[src/rtl/disp_pkg.sv]
// Shared constants and types for the seven-segment display controllers.
package disp_pkg;

  // Non-numeric digit codes understood by the scan/decode block
  localparam logic [3:0] CODE_BLANK = 4'hA;
  localparam logic [3:0] CODE_DASH  = 4'hB;
  localparam logic [3:0] CODE_C     = 4'hC;
  localparam logic [3:0] CODE_H     = 4'hD;
  localparam logic [3:0] CODE_L     = 4'hE;
  localparam logic [3:0] CODE_P     = 4'hF;

  typedef enum logic [1:0] {
    IDLE      = 2'd0,
    SHOW_DATA = 2'd1,
    SHOW_MSG  = 2'd2
  } disp_state_e;

  // Encoding of the src output
  localparam logic [1:0] SRC_IDLE = 2'd0;
  localparam logic [1:0] SRC_DATA = 2'd1;
  localparam logic [1:0] SRC_MSG  = 2'd2;

  // Replicate one digit code across all eight digit positions
  function automatic logic [31:0] fill_code(input logic [3:0] code);
    return {8{code}};
  endfunction

endpackage

[src/rtl/ms_tick_gen.sv]
// Millisecond tick generator: free-running prescaler with a synchronous clear.
// tick is high during the cycle the prescaler sits at its terminal count.
module ms_tick_gen #(
  parameter int unsigned CLK_PER_MS = 50000
) (
  input  logic sclk,
  input  logic rst,
  input  logic clr,
  output logic tick
);

  localparam int unsigned CW = (CLK_PER_MS > 1) ? $clog2(CLK_PER_MS) : 1;
  localparam logic [CW-1:0] TERM = CW'(CLK_PER_MS - 1);

  logic [CW-1:0] r_cnt;

  // Prescaler counts 0..CLK_PER_MS-1 and wraps; clr restarts the millisecond
  always_ff @(posedge sclk) begin
    if (rst || clr) begin
      r_cnt <= '0;
    end else if (r_cnt == TERM) begin
      r_cnt <= '0;
    end else begin
      r_cnt <= r_cnt + CW'(1);
    end
  end

  assign tick = (r_cnt == TERM);

endmodule

[src/rtl/disp_source_arbiter.sv]
// Display source arbiter: shares the 8-digit display between a live data channel
// and one-shot messages that pre-empt data, are held a minimum time and may blink.
module disp_source_arbiter
  import disp_pkg::*;
#(
  parameter int unsigned CLK_PER_MS = 50000,
  parameter int unsigned HOLD_MS    = 1000,
  parameter int unsigned BLINK_MS   = 250
) (
  input  logic        sclk,
  input  logic        rst,
  input  logic        data_valid,
  input  logic [31:0] data_digits,
  input  logic        msg_req,
  input  logic [31:0] msg_digits,
  input  logic        msg_blink,
  output logic        msg_ack,
  output logic        msg_done,
  output logic        msg_busy,
  output logic [1:0]  src,
  output logic [3:0]  bit_7,
  output logic [3:0]  bit_6,
  output logic [3:0]  bit_5,
  output logic [3:0]  bit_4,
  output logic [3:0]  bit_3,
  output logic [3:0]  bit_2,
  output logic [3:0]  bit_1,
  output logic [3:0]  bit_0
);

  localparam int unsigned MW = (HOLD_MS > 0) ? $clog2(HOLD_MS + 1) : 1;
  localparam int unsigned BW = (BLINK_MS > 1) ? $clog2(BLINK_MS) : 1;
  localparam logic [MW-1:0] HOLD_TERM  = MW'(HOLD_MS);
  localparam logic [MW-1:0] HOLD_LAST  = MW'(HOLD_MS - 1);
  localparam logic [BW-1:0] BLINK_LAST = BW'(BLINK_MS - 1);

  disp_state_e r_state;
  disp_state_e w_state_next;

  logic [31:0]   r_msg_digits;
  logic          r_msg_blink;
  logic [MW-1:0] r_ms;
  logic [BW-1:0] r_blink_cnt;
  logic          r_phase;
  logic [31:0]   r_disp;
  logic [1:0]    r_src;
  logic          r_ack;
  logic          r_done;
  logic          r_busy;

  logic [31:0] w_disp_next;
  logic [1:0]  w_src_next;
  logic        w_tick;
  logic        w_expire;
  logic        w_take;

  ms_tick_gen #(
    .CLK_PER_MS(CLK_PER_MS)
  ) u_ms_tick_gen (
    .sclk(sclk),
    .rst (rst),
    .clr (w_take),
    .tick(w_tick)
  );

  // Hold time ends on the tick that brings the ms counter to HOLD_MS
  assign w_expire = (r_state == SHOW_MSG) && w_tick && (r_ms == HOLD_LAST);
  // A request is accepted whenever not busy, or back-to-back at expiry
  assign w_take   = msg_req && ((r_state != SHOW_MSG) || w_expire);

  // Next-state selection; messages take priority over data
  always_comb begin
    w_state_next = r_state;
    unique case (r_state)
      IDLE, SHOW_DATA: begin
        if (msg_req) begin
          w_state_next = SHOW_MSG;
        end else if (data_valid) begin
          w_state_next = SHOW_DATA;
        end else begin
          w_state_next = IDLE;
        end
      end
      SHOW_MSG: begin
        if (w_expire && !msg_req) begin
          w_state_next = data_valid ? SHOW_DATA : IDLE;
        end
      end
      default: w_state_next = IDLE;
    endcase
  end

  // Next display contents; the ack cycle keeps the previous picture on screen
  always_comb begin
    w_disp_next = r_disp;
    w_src_next  = r_src;
    if (r_state == SHOW_MSG) begin
      w_src_next  = SRC_MSG;
      w_disp_next = (r_msg_blink && r_phase) ? fill_code(CODE_BLANK) : r_msg_digits;
    end else if (!msg_req) begin
      if (data_valid) begin
        w_src_next  = SRC_DATA;
        w_disp_next = data_digits;
      end else begin
        w_src_next  = SRC_IDLE;
        w_disp_next = fill_code(CODE_DASH);
      end
    end
  end

  // State, message register, hold/blink timers and registered outputs
  always_ff @(posedge sclk) begin
    if (rst) begin
      r_state      <= IDLE;
      r_msg_digits <= fill_code(CODE_BLANK);
      r_msg_blink  <= 1'b0;
      r_ms         <= '0;
      r_blink_cnt  <= '0;
      r_phase      <= 1'b0;
      r_disp       <= fill_code(CODE_BLANK);
      r_src        <= SRC_IDLE;
      r_ack        <= 1'b0;
      r_done       <= 1'b0;
      r_busy       <= 1'b0;
    end else begin
      r_state <= w_state_next;
      r_disp  <= w_disp_next;
      r_src   <= w_src_next;
      r_ack   <= w_take;
      r_done  <= w_expire;
      r_busy  <= (r_state == SHOW_MSG);
      if (w_take) begin
        r_msg_digits <= msg_digits;
        r_msg_blink  <= msg_blink;
        r_ms         <= '0;
        r_blink_cnt  <= '0;
        r_phase      <= 1'b0;
      end else if ((r_state == SHOW_MSG) && w_tick) begin
        if (r_ms != HOLD_TERM) begin
          r_ms <= r_ms + MW'(1);
        end
        if (r_blink_cnt == BLINK_LAST) begin
          r_blink_cnt <= '0;
          r_phase     <= ~r_phase;
        end else begin
          r_blink_cnt <= r_blink_cnt + BW'(1);
        end
      end
    end
  end

  assign msg_ack  = r_ack;
  assign msg_done = r_done;
  assign msg_busy = r_busy;
  assign src      = r_src;
  assign bit_7    = r_disp[31:28];
  assign bit_6    = r_disp[27:24];
  assign bit_5    = r_disp[23:20];
  assign bit_4    = r_disp[19:16];
  assign bit_3    = r_disp[15:12];
  assign bit_2    = r_disp[11:8];
  assign bit_1    = r_disp[7:4];
  assign bit_0    = r_disp[3:0];

endmodule

[config.mk]
export PLATFORM = sky130hd
export DESIGN_NAME = disp_source_arbiter
export DESIGN_NICKNAME = d
export VERILOG_FILES = /design/src/rtl/disp_pkg.sv /design/src/rtl/ms_tick_gen.sv /design/src/rtl/disp_source_arbiter.sv
export SDC_FILE = /design/constraint.sdc
export NUM_CORES = 1
export LEC_CHECK = 0
export CORE_ASPECT_RATIO = 1.4
export CORE_MARGIN = 3
export CORE_UTILIZATION = 40
export DETAILED_ROUTE_END_ITERATION = 12
export GPL_TIMING_DRIVEN = 0
export PLACE_DENSITY = 0.72
export SETUP_SLACK_MARGIN = 0.02
export SLEW_MARGIN = 15
export SYNTH_ARGS = -nofsm -noshare
export SYNTH_HDL_FRONTEND = slang
export SYNTH_HIERARCHICAL = 1
export SYNTH_SLANG_ARGS = --single-unit
[constraint.sdc]
create_clock -name sclk -period 2.9 [get_ports sclk]
set_input_delay 0.58 -clock sclk [delete_from_list [all_inputs] [get_ports sclk]]
set_output_delay 0.58 -clock sclk [all_outputs]
set_load 0.1 [all_outputs]
==> impl_metrics.toml <==
[clock_network]
hold_buffers = 0
clock_latency_ps = 340
cts_root_buf = "clkbuf_16"
clkTransAtPathRegs_ps = 70
clkSinkCount = 107
h-tree-depth = 3
ctsLongestPathBuffers = 2
cts_made_buffers = 9
tritoncts = "yes"

[floorplanning]
core-area_um2 = 10500
die_x_um = 93.8
fp.dieH_um = 129
initial_core_util_pct = 41.3
io_pins = 106
rows = 44
dieArea_um2 = 12100

[yosys]
syn_nets = 517
synth_cells = 443
ys_warn_count = 6
yosysTopAreaCellShare_pct = 49.6
yosys.area.top_type = "dfxtp_1"
synth_edf_count = 0
async_flop_share_pct = 0
synth_area_um2 = 4320
synth_common_cells = "107 x dfxtp_1, 44 x nor2_1, 40 x nand2_1"
yosysMostFrequentCell = "dfxtp_1"
yosys_register_bits = 107
yosysUniqueCellTypes = 42
synthTopCellsByArea = "dfxtp_1 50%, xnor2_1 4.7%, o221ai_1 4.1%"
avgSynthCellArea_um2 = 9.75
ys_seq_area_share_pct = 49.6
yosys_most_used_dff = "dfxtp_1"

[power]
power.leakage_nw = 2.05
powerDensity_nw_per_um2 = 586
ir_drop_uv = 303

[worst_setup_path]
cp.required_ps = 3130
worst_ep_arrival_time_ps = 2930
slowest_stage = "nor4_4"
crit_path_start_kind = "flop"
worstPathCellList = "ha_1 -> nand3_1 -> nor4_4 -> and3_1 -> nand4_4 -> a211o_1 -> buf_4 -> buf_6 -> o22a_1"
end_kind = "flop"
crit_fanout = 10
slowest_delay_ps = 470
crit_type = "reg2reg"

[grt]
grt_max_degree = 19
grt_remaining_overflow = 0
grt_usage_pct = 18.7
grt_pass1_wl_um = 17900
antenna_found_initial = 0
grt_pass1_vias = 3799

[detailed_routing]
wire_per_inst_um = 15.7
detail_route.first_pass.iterations = 4
remaining_drc_errors = 0
ant_nets = 0
drt-vias-per-instance = 5.34
via_count = 3752
drtIter0Drc = 149
wl_um = 11000

[sta]
fin_tns_setup_ps = 0
maxSlewViolCount = 0
hold_viol_final = 0
finClkSkew_ps = 8.30
period_share_pct = 93.1
setup_viol = 0
tightest_slew_ps = 1010
max_freq_ghz = 0.370
rsz0062_at_grt = "no"
fin_crit_ps = 2700
maxSlewHeadroom_pct = 32.3

[status]
status = "complete, no violations"

[job]
cap_violations = 0

[layout]
antenna_cells = 0
fillers = 983
multi_input_area_um2 = 1980
final_area_um2 = 5850
register_area_um2 = 2140
final_net_count = 635
drive_gt1_share_pct = 7.43
syn_to_final_growth_pct = 35.5

[placed_design]
portBuffers = 105
dpl.hpwl_um = 8340
placed_cell_area_um2 = 5540
gp_congestion = 0.798

[worst_hold_path]
min_path_type = "reg2reg"
-- layout make-up --
type	instances	share of cell area [%]
inverter	10	0.727
tap	138	2.95
clock buffer	9	3.85
sequential	107	36.6
multi-input combinational	297	33.8
buffer	29	2.97
clock inverter	6	0.877
timing repair buffer	107	18.2
-- final timing paths --
path | startpoint | to | slack, ps | cells after the start
max | u_ms_tick_gen/r_cnt[0]$_SDFF_PP0_ | r_msg_digits[29]$_SDFFE_PP1P_ | 200 | 9
max reg2reg | u_ms_tick_gen/r_cnt[0]$_SDFF_PP0_ | r_msg_digits[29]$_SDFFE_PP1P_ | 200 | 9
min reg2reg | u_ms_tick_gen/r_cnt[0]$_SDFF_PP0_ | u_ms_tick_gen/r_cnt[0]$_SDFF_PP0_ | 460 | 1
min | u_ms_tick_gen/r_cnt[0]$_SDFF_PP0_ | u_ms_tick_gen/r_cnt[0]$_SDFF_PP0_ | 460 | 1
-- through the flow --
| step | std cells | worst slack, ps | utilization, % | hold slack, ps | total power, W |
|---|---|---|---|---|---|
| after global routing | 703 | 24.7 | 55.9 | 488 | 0.00356 |
| after CTS | 701 | 65.2 | 55.6 | 470 | 0.00346 |
| after global placement | 686 | 181 | 53.0 | 440 | 0.00232 |
| after detailed placement | 686 | 65.3 | 53.0 | 455 | 0.00233 |
| final | 703 | 200 | 55.9 | 463 | 0.00343 |
| after floorplan | 443 | 434 | - | 430 | 0.00209 |
-- power by group --
group	switching (W)	internal (W)
logic	0.000464	0.000246
registers	0.0000438	0.00154
clock network	0.000546	0.000588
total	0.00105	0.00238
-- registers in the layout, indices dropped and copies added, names as in the netlist, 2 cells and up --
signal / count
r_blink_cnt: 8
r_disp: 32
r_ms: 10
r_msg_digits: 32
r_state: 2
src: 2
u_ms_tick_gen/r_cnt: 16
-- logic make-up (layout without fill, tap and decap cells) --
| family | after synthesis | in the layout | share of synthesized area (%) |
|---|---|---|---|
| xor gates and xnor gates | 28 | 28 | 5.68 |
| DFF | 107 | 107 | 49.6 |
| buffers and inverters | 39 | 161 | 5.01 |
| AOI/OAI and AO/OA | 91 | 91 | 17.4 |
| adders and majority gates | 5 | 5 | 1.45 |
| and+or+nand+nor | 173 | 173 | 20.9 |
-- metal layers --
metal  vias up  wire length, um  track usage, %
li1       1853                -               -
met1      1774             4430            21.2
met2       100             5660            32.6
met3        25              459            3.27
met4         0              470            11.0
met5         -                0               0
-- critical path, delay by kind of cell (launching register included) --
| family | cells | cell delay (ps) |
|---|---|---|
| adders and majority gates | 1 | 200 |
| and+or+nand+nor | 4 | 1220 |
| DFF | 1 | 370 |
| buffers and inverters | 2 | 320 |
| AOI/OAI and AO/OA | 2 | 480 |
-- timing repair --
| action | 4_1_cts | 5_1_grt |
|---|---|---|
| buffers inserted | 0 | 2 |
| setup endpoints to repair | 0 | 39 |
| gates resized for setup | 0 | 2 |
-- cells in the final DEF (no fill, tap or decap), types with 2 or more instances in the layout --
master           synthesis  final
clkbuf_16                0      9
o221a_2                  4      4
nand3_1                 13     13
nor2_1                  44     44
nand2_1                 40     40
o21ai_0                  2      2
nor3_1                  23     23
xnor2_1                 23     23
buf_6                    5      5
buf_2                    4      4
nand4_1                  7      7
and3b_1                  3      3
dfxtp_1                107    107
or4bb_1                  2      2
clkinvlp_4               0      3
and2_1                   2      2
nor4_4                   0      2
o22a_1                  16     16
a211oi_1                 3      3
or3_1                    4      4
a221oi_1                 8      8
nor4_1                   7      7
and3_1                   3      3
clkbuf_1                16     16
inv_1                    8      8
a21oi_1                 18     18
nand3b_1                17     17
a22o_1                  17     17
xor2_1                   5      5
buf_4                    3      5
o221ai_1                20     20
clkdlybuf4s50_1          0    105
ha_1                     5      5
clkinv_4                 1      2
(Power assumes the default switching activity.)
